<file path="config.mk">
export PLATFORM = sky130hd
export DESIGN_NAME = icache_tag_ctrl
export DESIGN_NICKNAME = d
export VERILOG_FILES = /design/src/rtl/icache_tag_ctrl.sv
export SDC_FILE = /design/constraint.sdc
export NUM_CORES = 1
export LEC_CHECK = 0
export CORE_MARGIN = 2
export CORE_UTILIZATION = 24
export CTS_CLUSTER_SIZE = 10
export DETAILED_ROUTE_END_ITERATION = 10
export SETUP_SLACK_MARGIN = 0.1
export SYNTH_ARGS = -nofsm -noshare
export SYNTH_HDL_FRONTEND = slang
export SYNTH_SLANG_ARGS = --single-unit
</file>
<file path="constraint.sdc">
create_clock -name clk_i -period 2.6 [get_ports clk_i]
set_input_delay 0.52 -clock clk_i [delete_from_list [all_inputs] [get_ports clk_i]]
set_output_delay 0.52 -clock clk_i [all_outputs]
set_load 0.1 [all_outputs]
</file>
<file path="src/rtl/icache_tag_ctrl.sv">
// icache_tag_ctrl
// Sequencing controller for an N_WAY-way instruction-cache tag array.
// A lookup reads every way at once; the tags are compared the next cycle.
// A hit responds right away. A miss requests a refill from the lower level.
// Once the refill is done, the new tag is written into a victim way. The
// victim is the lowest invalid way, or the round-robin way when all ways are
// valid. Flushes that arrive during a lookup or miss are held until the
// current operation finishes. Pulses that arrive meanwhile merge into one.
//
// Ports
//   clk_i, rstn_i           clock, asynchronous active-low reset
//   lookup_valid_i/ready_o  lookup handshake; lookup_tag_i/lookup_idx_i payload
//   flush_i                 one-cycle flush request
//   resp_valid_o/hit_o/way_o  one-cycle response (hit, or miss that was filled)
//   refill_req_o/tag_o/idx_o  refill request, held until refill_done_i
//   refill_done_i           refill line written, tag may be committed
//   tag_req_o/we_o/vbit_o/flush_o/data_o/addr_o  tag array control
//   tag_way_i, vbit_i       tag array read data (one cycle after tag_req_o)
module icache_tag_ctrl #(
   parameter int N_WAY      = 4,
   parameter int TAG_WIDTH  = 20,
   parameter int ADDR_WIDTH = 8
) (
   input  logic                       clk_i,
   input  logic                       rstn_i,
   input  logic                       lookup_valid_i,
   output logic                       lookup_ready_o,
   input  logic [TAG_WIDTH-1:0]       lookup_tag_i,
   input  logic [ADDR_WIDTH-1:0]      lookup_idx_i,
   input  logic                       flush_i,
   output logic                       resp_valid_o,
   output logic                       resp_hit_o,
   output logic [$clog2(N_WAY)-1:0]   resp_way_o,
   output logic                       refill_req_o,
   output logic [TAG_WIDTH-1:0]       refill_tag_o,
   output logic [ADDR_WIDTH-1:0]      refill_idx_o,
   input  logic                       refill_done_i,
   output logic [N_WAY-1:0]           tag_req_o,
   output logic                       tag_we_o,
   output logic                       tag_vbit_o,
   output logic                       tag_flush_o,
   output logic [TAG_WIDTH-1:0]       tag_data_o,
   output logic [ADDR_WIDTH-1:0]      tag_addr_o,
   input  logic [N_WAY*TAG_WIDTH-1:0] tag_way_i,
   input  logic [N_WAY-1:0]           vbit_i
);

   localparam int WAY_W = $clog2(N_WAY);

   typedef enum logic [2:0] {S_IDLE, S_LOOKUP, S_MISS, S_WRITE, S_FLUSH} state_e;

   state_e                  state_q, state_d;
   logic [TAG_WIDTH-1:0]    tag_q, tag_d;
   logic [ADDR_WIDTH-1:0]   idx_q, idx_d;
   logic [WAY_W-1:0]        victim_q, victim_d;
   logic [WAY_W-1:0]        rr_q, rr_d;
   logic                    flush_pend_q, flush_pend_d;
   logic                    resp_valid_q, resp_valid_d;
   logic                    resp_hit_q, resp_hit_d;
   logic [WAY_W-1:0]        resp_way_q, resp_way_d;

   logic [N_WAY-1:0]        hit;
   logic [WAY_W-1:0]        hit_way;
   logic [WAY_W-1:0]        inv_way;

   // Per-way tag compare against the latched request tag.
   genvar gi;
   generate
      for (gi = 0; gi < N_WAY; gi++) begin : g_cmp
         assign hit[gi] = vbit_i[gi] & (tag_way_i[gi*TAG_WIDTH +: TAG_WIDTH] == tag_q);
      end
   endgenerate

   // Lowest-index priority encoders. Scan from the top so that the lowest
   // matching index is the last one assigned.
   always_comb begin
      hit_way = '0;
      inv_way = '0;
      for (int w = N_WAY - 1; w >= 0; w--) begin
         if (hit[w])     hit_way = WAY_W'(w);
         if (!vbit_i[w]) inv_way = WAY_W'(w);
      end
   end

   always_comb begin
      state_d        = state_q;
      tag_d          = tag_q;
      idx_d          = idx_q;
      victim_d       = victim_q;
      rr_d           = rr_q;
      flush_pend_d   = flush_pend_q;
      resp_valid_d   = 1'b0;
      resp_hit_d     = resp_hit_q;
      resp_way_d     = resp_way_q;
      lookup_ready_o = 1'b0;
      tag_req_o      = '0;
      tag_we_o       = 1'b0;
      tag_vbit_o     = 1'b0;
      tag_flush_o    = 1'b0;
      refill_req_o   = 1'b0;
      tag_addr_o     = idx_q;

      // A flush that arrives mid-operation is remembered. While a flush is
      // already executing, another pulse adds nothing.
      if (flush_i && (state_q != S_IDLE) && (state_q != S_FLUSH))
         flush_pend_d = 1'b1;

      case (state_q)
         S_IDLE: begin
            tag_addr_o = lookup_idx_i;
            if (flush_i || flush_pend_q) begin
               state_d = S_FLUSH;
            end else begin
               lookup_ready_o = 1'b1;
               if (lookup_valid_i) begin
                  tag_d     = lookup_tag_i;
                  idx_d     = lookup_idx_i;
                  tag_req_o = '1;
                  state_d   = S_LOOKUP;
               end
            end
         end
         S_LOOKUP: begin
            if (|hit) begin
               resp_valid_d = 1'b1;
               resp_hit_d   = 1'b1;
               resp_way_d   = hit_way;
               state_d      = S_IDLE;
            end else begin
               // The round-robin pointer only advances when it picks the
               // victim, so invalid-first fills leave it unchanged.
               if (&vbit_i) begin
                  victim_d = rr_q;
                  rr_d     = rr_q + 1'b1;
               end else begin
                  victim_d = inv_way;
               end
               state_d = S_MISS;
            end
         end
         S_MISS: begin
            refill_req_o = 1'b1;
            if (refill_done_i) state_d = S_WRITE;
         end
         S_WRITE: begin
            tag_req_o[victim_q] = 1'b1;
            tag_we_o            = 1'b1;
            tag_vbit_o          = 1'b1;
            resp_valid_d        = 1'b1;
            resp_hit_d          = 1'b0;
            resp_way_d          = victim_q;
            state_d             = S_IDLE;
         end
         S_FLUSH: begin
            tag_flush_o  = 1'b1;
            flush_pend_d = 1'b0;
            state_d      = S_IDLE;
         end
         default: state_d = S_IDLE;
      endcase
   end

   always_ff @(posedge clk_i or negedge rstn_i) begin
      if (!rstn_i) begin
         state_q      <= S_IDLE;
         tag_q        <= '0;
         idx_q        <= '0;
         victim_q     <= '0;
         rr_q         <= '0;
         flush_pend_q <= 1'b0;
         resp_valid_q <= 1'b0;
         resp_hit_q   <= 1'b0;
         resp_way_q   <= '0;
      end else begin
         state_q      <= state_d;
         tag_q        <= tag_d;
         idx_q        <= idx_d;
         victim_q     <= victim_d;
         rr_q         <= rr_d;
         flush_pend_q <= flush_pend_d;
         resp_valid_q <= resp_valid_d;
         resp_hit_q   <= resp_hit_d;
         resp_way_q   <= resp_way_d;
      end
   end

   assign resp_valid_o = resp_valid_q;
   assign resp_hit_o   = resp_hit_q;
   assign resp_way_o   = resp_way_q;
   assign refill_tag_o = tag_q;
   assign refill_idx_o = idx_q;
   assign tag_data_o   = tag_q;

endmodule

</file>
==> flow_summary_export.csv, run 1 <==
group,metric,value,unit
sta,clock_skew,0.00463,ns
place,io_buffers,185,
synthesis,synthSimpleGateAreaFrac,12.0,%
route,drt-initial-drc-count,58,
sta,period_share,90.9,%
global_routing,antenna_found_initial,0,
critical_path,startpoint_type,"input port",
critical_path,worstReg2RegStart,"refill_tag_o[15]$_DFFE_PN0P_",
global_routing,grt_pass1_wl,15700,um
synthesis,synth_xor_area_share,24.7,%
synthesis,synth_area,2910,um^2
global_routing,grt_usage,15.8,%
synthesis,yosys-top-cells-area,"dfrtp_1 34%, xnor2_1 16%, mux2_2 14%",
critical_path,endpoint,"resp_way_o[0]$_DFFE_PN0P_",
synthesis,synth-edff-count,0,
critical_path,crit_type,"input port to flop",
global_routing,grt-ovfl-total,0,
synthesis,syn_avg_cell_area,10.2,um^2
critical_path,cp-startpoint,"tag_way_i[46]",
route,wirelength,10400,um
sta,min_period,2.36,ns
clock_network,cts-htree-levels,2,
synthesis,ys_seq_area_share,34.4,%
synthesis,synth_nets,401,
sta,holdWs,0.178,ns
run,maxCapViolations,0,
floorplan,ioPinCount,186,
synthesis,synth_top_area_share,34.4,%
route,num_vias,2645,
sta,max_freq,0.423,GHz
floorplan,die_w,114,um
clock_network,insertion_delay,0.28,ns
critical_path,cp_data_required_time,2.76,ns
synthesis,ys_types,36,
cells_and_area,multi_input_area,1690,um^2
clock_network,cts_tree,"done",
worst_hold_path,hold_path.class,"input port to asynchronous set/reset pin",
synthesis,synth_top_family_by_area,"XOR/XNOR gates",
synthesis,synth-main-ff-cell,"dfrtp_1",
floorplan,num_rows,40,
synthesis,ys_warn_count,0,
sta,report.final.setup_viol,0,
place,hpwlAfterDp,8640,um
clock_network,clkSlewWorstSetupHoldPaths,0.06,ns
critical_path,timing.rr.end,"resp_way_o[0]$_DFFE_PN0P_",
sta,worstMarginPinSlew,0.442,ns
cells_and_area,fillers,1197,
clock_network,cts_root_buffer,"clkbuf_16",
sta,hold_violations,0,
floorplan,core_area,11900,um^2
route,route.detailed.drc,0,
synthesis,async_flop_share,100,%
route,via_per_inst,4.44,
cells_and_area,nets,565,
global_routing,grt_max_degree,21,
cells_and_area,seq_area,1030,um^2
route,drtPass1Iterations,4,
critical_path,r2r_cells,8,
sta,drv_slew,0,
sta,rsz0062_at_grt,"true",
sta,slew_headroom,70.5,%
floorplan,fp.dieArea,13000,um^2
clock_network,clock_path_buffers,2,
critical_path,r2r_setup_slack,0.37,ns
synthesis,yosys-mux-area-fraction,14.8,%
clock_network,hold_buffers,0,
clock_network,cts.sinks,40,
synthesis,synth_area_leader_cell,"dfrtp_1",
clock_network,numCtsBuffers,5,
cells_and_area,area_delta_synth_final,74.0,%
status,status,"complete, no violations",
cells_and_area,antenna-diode-count,0,
floorplan,start_util,24.4,%
synthesis,synth_compound_area_share,3.70,%
critical_path,crit_path_end_kind,"flop",
synthesis,ys_ff_latch,40,
synthesis,synth_fa_ha_area_share,0,%
cells_and_area,drive_gt1_share,38.3,%
floorplan,die_h,114,um
route,detail-route-antenna-nets,0,
critical_path,crit_fanout,4,
place,gp_congestion,0.795,
synthesis,synth_cells,284,
route,avgRoutedWirePerCell,17.4,um
global_routing,grt_pass1_vias,2819,
critical_path,worst_ep_arrival_time,2.52,ns
## per-stage QoR
| stage | instance area [um^2] | std cells | util, % | TNS (ns) | worst slack [ns] |
|---|---|---|---|---|---|
| finish | 5060 | 596 | 42.5 | 0 | 0.236 |
| global route | 5060 | 596 | 42.5 | 0 | 0.0593 |
| CTS | 5030 | 595 | 42.2 | 0 | 0.137 |
| detailed placement | 4860 | 587 | 40.8 | -1.31 | -0.232 |
| global placement | 4860 | 587 | 40.8 | -0.732 | -0.145 |
| floorplan | 2970 | 284 | - | -0.438 | -0.147 |
## layer usage
layer / routed length [um] / global-route usage [%]
met3: 866 / 4.55
met1: 4270 / 19.3
met2: 5180 / 28.1
met5: 0 / 0
met4: 78 / 2.76
## layout make-up
cell class | instances | area share (%)
multi-input cells | 193 | 33.3
clock inverters | 2 | 0.198
clock buffers | 6 | 2.74
well taps | 147 | 3.63
inverters | 5 | 0.445
flip-flops and latches | 40 | 20.3
repair buffers | 203 | 39.4
## placed cells by master, fill, tap and decap left out, types with 2 or more instances in the layout
master,instances
nand2_1,6
dfrtp_2,20
nor2_1,4
a21oi_1,5
nand3_1,3
nor4_2,5
nand4_1,15
dfrtp_1,20
clkdlybuf4s50_1,115
nand2b_1,2
buf_12,15
nor4_1,6
xor2_1,29
xnor2_1,53
mux2_2,36
nor3_1,3
clkinv_2,2
clkbuf_16,5
inv_1,4
buf_4,72
and2_1,2
o31ai_2,2
o21ai_2,2
## synth_stat cells, types with 2 or more instances
cell type / count
xnor2_1: 53
dfrtp_1: 40
mux2_2: 36
xor2_1: 29
buf_4: 22
nand4_1: 15
clkbuf_1: 14
nor4_1: 11
nand2_1: 7
buf_2: 6
a21oi_1: 5
inv_1: 5
nor2_1: 5
nand3_1: 4
buf_6: 3
nor3_1: 3
o21ai_0: 3
and2_1: 2
nand2b_1: 2
nor3b_1: 2
o31ai_1: 2
## logic make-up after synthesis
| logic type | after synthesis |
|---|---|
| XOR/XNOR | 82 |
| multiplexers | 38 |
| flip-flops | 40 |
| AND/OR/NAND/NOR | 57 |
| buffers and inverters | 51 |
| AO/OA/AOI/OAI | 16 |
## registers in the layout, summed over array words and instances (netlist names)
name,flops
state_q,3
victim_q,2
refill_idx_o,8
flush_pend_q,1
refill_tag_o,20
resp_hit_o,1
rr_q,2
resp_way_o,2
resp_valid_o,1
## how the worst min path moves through the flow
stage / cells past startpoint / slack [ns] / to / startpoint
after floorplan: 0 / 0.22 / flush_pend_q$_DFFE_PN0P_ / rstn_i
after global placement: 1 / 0.48 / rr_q[0]$_DFFE_PN0P_ / rr_q[0]$_DFFE_PN0P_
after detailed placement: 1 / 0.49 / refill_tag_o[2]$_DFFE_PN0P_ / rstn_i
after CTS: 1 / 0.19 / refill_tag_o[2]$_DFFE_PN0P_ / rstn_i
after global routing: 1 / 0.20 / refill_tag_o[3]$_DFFE_PN0P_ / rstn_i
final: 1 / 0.18 / refill_tag_o[3]$_DFFE_PN0P_ / rstn_i
## critical path, cell delays in order
cell             delay (ns)
clkdlybuf4s50_1        0.47
xnor2_1                0.13
nand4_1                0.18
nor4_2                 0.33
buf_4                  0.17
nand4_1                0.17
nand4b_4               0.19
o21ai_2                0.07
a221o_1                0.30
## timing repair
| action | in CTS | in global routing |
|---|---|---|
| resized for setup | 2 | 5 |
| buffers inserted | 0 | 1 |
| pin swaps | 0 | 5 |
| setup endpoints to repair | 3 | 10 |
Power of run 1 is not shown: default switching activity piles up to over one toggle a cycle in this logic, so the estimate is an artifact.
==> run 2, diff against run 1 <==
TNS_END_PERCENT = 1   (was unset)
==> flow_summary_export.csv, run 2 (synthesis results as in run 1) <==
group,metric,value,unit
status,status,"complete, no violations",
critical_path,critPathTopFamily,"simple AND/OR/NAND/NOR gates",
sta,report.final.setup_viol,0,
global_routing,grt_usage,16.2,%
cells_and_area,final_cells,604,
worst_hold_path,hold_path.class,"input port to asynchronous set/reset pin",
global_routing,grt_pass1_wl,15900,um
global_routing,grt_max_degree,22,
sta,drv_slew,0,
place,hpwlAfterDp,8920,um
critical_path,startpoint_type,"input port",
critical_path,critPathSlowestCell,"clkdlybuf4s50_1",
route,route.detailed.drc,0,
sta,worstMarginPinSlew,0.520,ns
critical_path,worst_ep_arrival_time,2.56,ns
cells_and_area,mostFrequentLayoutCell,"clkdlybuf4s50_1",
cells_and_area,antenna-diode-count,0,
critical_path,crit_type,"input port to flop",
route,via_per_inst,4.42,
cells_and_area,drive_gt1_share,33.7,%
sta,period_share,92.4,%
critical_path,slowest_delay,0.47,ns
cells_and_area,area_delta_synth_final,73.6,%
route,avgRoutedWirePerCell,17.8,um
cells_and_area,nets,574,
floorplan,die_w,114,um
route,wirelength,10700,um
floorplan,fp.dieArea,13000,um^2
sta,hold_violations,0,
sta,min_period,2.40,ns
sta,clock_skew,0.00853,ns
critical_path,crit_top_cell,"nand4_1",
floorplan,core_area,11900,um^2
floorplan,num_rows,40,
sta,rsz0062_at_grt,"true",
clock_network,hold_buffers,0,
critical_path,worstPathCellList,"clkdlybuf4s50_1 -> xnor2_1 -> nand4_1 -> nor4_2 -> buf_4 -> nand4_1 -> nand4b_4 -> nor3_2 -> mux2_4",
sta,slew_headroom,65.3,%
global_routing,grt-ovfl-total,0,
clock_network,numCtsBuffers,5,
clock_network,cts.sinks,40,
clock_network,clock_path_buffers,2,
critical_path,cp_num_buf_inv,2,
sta,max_freq,0.416,GHz
clock_network,postCtsSetupBuffers,0,
place,gp_congestion,0.801,
global_routing,grt_pass1_vias,2820,
floorplan,start_util,24.4,%
place,place_inst,597,
clock_network,insertion_delay,0.28,ns
clock_network,cts_root_buffer,"clkbuf_16",
sta,fin_tns_setup,0,ns
critical_path,crit_fanout,4,
global_routing,antenna_found_initial,0,
critical_path,crit_path_end_kind,"flop",
cells_and_area,largest_reg_flops,20,
floorplan,ioPinCount,186,
clock_network,cts-htree-levels,2,
critical_path,cp_data_required_time,2.76,ns
place,io_buffers,185,
clock_network,clkSlewWorstSetupHoldPaths,0.06,ns
run,maxCapViolations,0,
clock_network,cts_tree,"done",
route,drtPass1Iterations,4,
route,drt-initial-drc-count,93,
route,detail-route-antenna-nets,0,
route,num_vias,2672,
floorplan,die_h,114,um
cells_and_area,final_cell_mix,"115 x clkdlybuf4s50_1, 81 x buf_4, 53 x xnor2_1, 40 x dfrtp_1, 36 x mux2_2",
## run 2: changes by cell type in the layout (fill, tap and decap cells not counted), moves of 4 or more
cell | previous run | this run
buf_4 | 72 | 81
dfrtp_1 | 20 | 40
dfrtp_2 | 20 | 0
nor4_1 | 6 | 10
nor4_2 | 5 | 1
## run 2: final cells by class
type                    count  area, um^2
fillers                  1154        6860
flip-flops and latches     40        1000
multi-input cells         193        1650
repair buffers            212        2060
clock buffers               6         129
clock inverters             1        5.00
well taps                 147         184
inverters                   5        18.8
## run 2: path summary, 6_finish.rpt
path | endpoint | slack (ns) | cells past startpoint | from
worst max-delay path | victim_q[0]$_DFFE_PN0P_ | 0.20 | 9 | tag_way_i[54]
worst min-delay path | refill_tag_o[5]$_DFFE_PN0P_ | 0.21 | 1 | rstn_i
worst max register to register | victim_q[0]$_DFFE_PN0P_ | 0.26 | 9 | refill_tag_o[6]$_DFFE_PN0P_
worst min register to register | rr_q[0]$_DFFE_PN0P_ | 0.51 | 1 | rr_q[0]$_DFFE_PN0P_
max in group asynchronous | state_q[0]$_DFFE_PN0P_ | 1.67 | 2 | rstn_i
min in group clk_i | rr_q[0]$_DFFE_PN0P_ | 0.51 | 1 | rr_q[0]$_DFFE_PN0P_
## run 2: worst register-to-register path: stages, from the launching register on
cell and delay, ns:
dfrtp_1 0.48, buf_4 0.20, xnor2_1 0.14, nand4_1 0.14, nor4_2 0.34, buf_4 0.17, nand4_1 0.20, nand4b_4 0.19
nor3_2 0.07, mux2_4 0.29
## run 2: routing by layer
metal	vias to the layer above	part of all wire, %	global-route usage, %
met5	-	0	0
met4	0	0.34	1.95
met3	2	8.2	4.71
met2	116	50	29.3
met1	1272	42	19.6
li1	1282	-	-
## run 2: through the flow
step	hold WS [ns]	setup slack [ns]	util, %	instance area, um^2
3_5_place_dp	0.507	-0.283	41.1	4900
2_1_floorplan	0.224	-0.465	-	2930
3_3_place_gp	0.478	-0.217	41.1	4900
5_1_grt	0.250	0.0697	42.4	5050
4_1_cts	0.223	0.0864	42.4	5050
6_report	0.211	0.199	42.4	5050
## run 2: what timing repair did
item                                    CTS  global route
endpoints found under the setup margin    9             9
pin swaps                                 0             2
resized for setup                         3             1
Power of run 2 is left out for the same reason.
==> run 3, diff against run 2 <==
PLACE_DENSITY = 0.65   (was unset)
==> flow_summary_export.csv, run 3 (synthesis results as in run 1) <==
group,metric,value,unit
cells_and_area,fillers,1166,
status,status,"complete, no violations",
route,via_per_inst,4.39,
sta,report.final.setup_viol,0,
route,avgRoutedWirePerCell,17.6,um
floorplan,fp.dieArea,13000,um^2
place,io_buffers,185,
floorplan,ioPinCount,186,
route,num_vias,2649,
critical_path,worst_ep_arrival_time,1.84,ns
cells_and_area,antenna-diode-count,0,
sta,period_share,90.8,%
clock_network,insertion_delay,0.28,ns
floorplan,die_w,114,um
critical_path,crit_fanout,6,
clock_network,cts-htree-levels,2,
cells_and_area,final_cell_area,5070,um^2
sta,clock_skew,0.00533,ns
floorplan,num_rows,40,
global_routing,grt_pass1_vias,2891,
critical_path,startpoint_type,"input port",
route,route.detailed.drc,0,
cells_and_area,final_cell_mix,"113 x clkdlybuf4s50_1, 81 x buf_4, 52 x xnor2_1, 40 x dfrtp_1, 36 x mux2_2",
global_routing,grt_usage,16.1,%
global_routing,grt_max_degree,24,
sta,rsz0062_at_grt,"true",
global_routing,grt_pass1_wl,16000,um
clock_network,hold_buffers,0,
critical_path,worstReg2RegStart,"refill_tag_o[17]$_DFFE_PN0P_",
clock_network,numCtsBuffers,5,
sta,min_period,2.36,ns
floorplan,die_h,114,um
critical_path,r2r_setup_slack,0.32,ns
route,detail-route-antenna-nets,0,
floorplan,core_area,11900,um^2
global_routing,grt-ovfl-total,0,
sta,hold_violations,0,
clock_network,cts_tree,"done",
critical_path,r2r_cells,10,
place,gp_congestion,0.841,
critical_path,crit_path_end_kind,"output port",
critical_path,timing.rr.end,"resp_way_o[0]$_DFFE_PN0P_",
cells_and_area,seq_area,1000,um^2
critical_path,cp_data_required_time,2.08,ns
clock_network,cts_root_buffer,"clkbuf_16",
global_routing,antenna_found_initial,0,
cells_and_area,multi_input_area,1660,um^2
clock_network,clkSlewWorstSetupHoldPaths,0.06,ns
clock_network,cts.sinks,40,
clock_network,clock_path_buffers,2,
route,drt-initial-drc-count,88,
sta,slew_headroom,60.0,%
cells_and_area,drive_gt1_share,34.1,%
sta,worstMarginPinSlew,0.599,ns
place,hpwlAfterDp,8840,um
floorplan,start_util,24.4,%
route,wirelength,10600,um
clock_network,postCtsSetupBuffers,0,
critical_path,crit_type,"input port to output port",
cells_and_area,largest_reg_flops,20,
cells_and_area,nets,574,
sta,drv_slew,0,
sta,max_freq,0.424,GHz
cells_and_area,area_delta_synth_final,74.2,%
place,postPlaceCellArea,4900,um^2
cells_and_area,mostFrequentLayoutCell,"clkdlybuf4s50_1",
run,maxCapViolations,0,
worst_hold_path,hold_path.class,"input port to asynchronous set/reset pin",
route,drtPass1Iterations,4,
run 3: cell types whose count changed in the layout (fill, tap and decap cells not counted), sizes merged:
cell / delta
clkdlybuf4s50: -2
dlymetal6s2s: +2
run 3: worst max path at each step:
stage | from | to | slack (ns) | cells past startpoint
after floorplan | state_q[2]$_DFFE_PN0P_ | tag_req_o[1] | -0.46 | 5
after global placement | tag_way_i[40] | victim_q[0]$_DFFE_PN0P_ | -0.18 | 9
after detailed placement | tag_way_i[61] | resp_way_o[0]$_DFFE_PN0P_ | -0.19 | 8
after CTS | tag_way_i[61] | resp_way_o[0]$_DFFE_PN0P_ | 0.10 | 8
after global routing | tag_way_i[5] | resp_way_o[0]$_DFFE_PN0P_ | 0.09 | 10
final | flush_i | tag_req_o[0] | 0.24 | 5
run 3: metal layers:
metal  global-route usage, %  wire length [um]
met3                    4.29               869
met2                    28.5              5290
met1                    19.9              4390
met4                    2.52                53
met5                       0                 0
run 3: critical path, cell delays in order:
cell             delay [ns]
clkdlybuf4s50_1        0.39
nor2_1                 0.27
nand3_2                0.26
o31ai_2                0.17
buf_12                 0.22
run 3: layout make-up:
cell class              instances  area share [%]
clock inverters                 1          0.0987
well taps                     147            3.63
clock buffers                   6            2.54
repair buffers                212            40.8
inverters                       5           0.370
multi-input cells             193            32.8
flip-flops and latches         40            19.7
run 3: repair_timing:
action                                  4_1_cts  5_1_grt
resized for setup                             1        7
endpoints found under the setup margin        1       11
cloned                                        0        0
pin swaps                                     0        5
run 3: through the flow:
stage	hold WS (ns)	setup slack (ns)	cells	TNS, ns	util [%]
after global routing	0.288	0.0900	604	0	42.6
after global placement	0.474	-0.184	597	-1.03	41.1
final	0.242	0.239	604	0	42.6
after CTS	0.271	0.105	604	0	42.3
after floorplan	0.224	-0.465	284	-1.29	-
after detailed placement	0.480	-0.187	597	-1.06	41.1
Power of run 3 is left out for the same reason.
==> RTL change, RTL diff (settings of run 3) <==
Take the reset off `tag_q` and load it in a clocked block of its own.
--- a/src/rtl/icache_tag_ctrl.sv
+++ b/src/rtl/icache_tag_ctrl.sv
@@ -165,3 +165,2 @@
          state_q      <= S_IDLE;
-         tag_q        <= '0;
          idx_q        <= '0;
@@ -175,3 +174,2 @@
          state_q      <= state_d;
-         tag_q        <= tag_d;
          idx_q        <= idx_d;
@@ -184,2 +182,6 @@
       end
+   end
+
+   always_ff @(posedge clk_i) begin
+      tag_q <= tag_d;
    end
Function: changed (Yosys sat finds a counterexample within 4 cycles, from zero or initial values and one cycle with rstn_i low).
==> RTL change against run 3 <==
- die area down 7.0%
- design area down 4.0%
- routed wire length decreased by 11%
- sequential cell count stayed put
- synthesized area decreased by 7.2%
- setup slack lost 0.10 ns
- global-route usage down 0.40 points
- critical path type is now in -> reg
- critical endpoint is now victim_q[1]$_DFFE_PN0P_
- highest routed layer unchanged
==> RTL change: results (changes against run 3) <==
Status: finished clean
Wire per inst: 16.47 um (-6.2%)
Worst Path Max Fanout: 2 (-4)
WL met3: 543 um (-38%)
Global-route track usage on met2: 28.44% (about the same)
DR WL met2: 5.109 mm (-3.4%)
Synth Area in Compound Gates: 3.383% (-0.31 points)
Area contributors post-synth: edfxtp_1, dfrtp_1, xnor2_1
Post-synth EDFFs: 20 (+20)
Ys flop type: edfxtp_1
Largest net degree at the start of global routing: 21 (-13%)
M1 GR Usage: 19.13% (-0.81 points)
Reg2reg path depth: 8 (-2)
Kind of cell adding the most delay to the critical path: simple AND/OR/NAND/NOR gates
Hold Crit Class: reg -> reg
Top cells by count, synth: xnor2_1, xor2_1, buf_4, dfrtp_1, edfxtp_1
Seq/Total Area, Yosys: 40.78% (+6.4 points)
Slowest-stage cell, CP: or4_4
GPL Wtd Cong: 0.8049 (-4.3%)
CP startpoint: tag_way_i[30]
1st-iter DRT viols: 50 (-43%)
Placed Area: 4748 um2 (-3.1%)
Synth Net Count: 370 (-7.7%)
Post-synth ARST share: 50.00% (-50 points)
Vias in the first global route: 2683 (-7.2%)
Clock skew: 0.008672 ns (+0.003337 ns)
Reg2reg start: refill_tag_o[1]$_DFFE_PP_
Worst-Skew Late Latency: 0.30 ns (+0.02 ns)
Netlist cell types: 33 (-8.3%)
-- RTL change: stage by stage --
stage / hold slack (ns) / std cells / util (%) / total power (W) / worst slack, ns
after floorplan: 0.2244 / 253 / - / 0.003589 / -0.6099
after global placement: 0.4806 / 568 / 43.61 / 0.004739 / -0.1645
after detailed placement: 0.4924 / 568 / 43.61 / 0.004767 / -0.2015
after CTS: 0.5077 / 576 / 44.50 / 0.005237 / 0.1000
after global routing: 0.5273 / 576 / 44.68 / 0.005394 / 0.03292
final: 0.5114 / 576 / 44.68 / 0.005194 / 0.1348
-- RTL change: repair_timing --
action | 4_1_cts | 5_1_grt
hold buffers | 0 | 0
gates resized for setup | 0 | 4
endpoints found under the setup margin | 0 | 10
-- RTL change: final cells by class --
class | instances | area [um2]
Clock buffer | 6 | 82.58
Clock inverter | 2 | 13.76
Fill cell | 1032 | 6023
Inverter | 6 | 22.52
Multi-Input combinational cell | 177 | 1428
Sequential cell | 40 | 1101
Tap cell | 140 | 175.2
Timing Repair Buffer | 205 | 2042
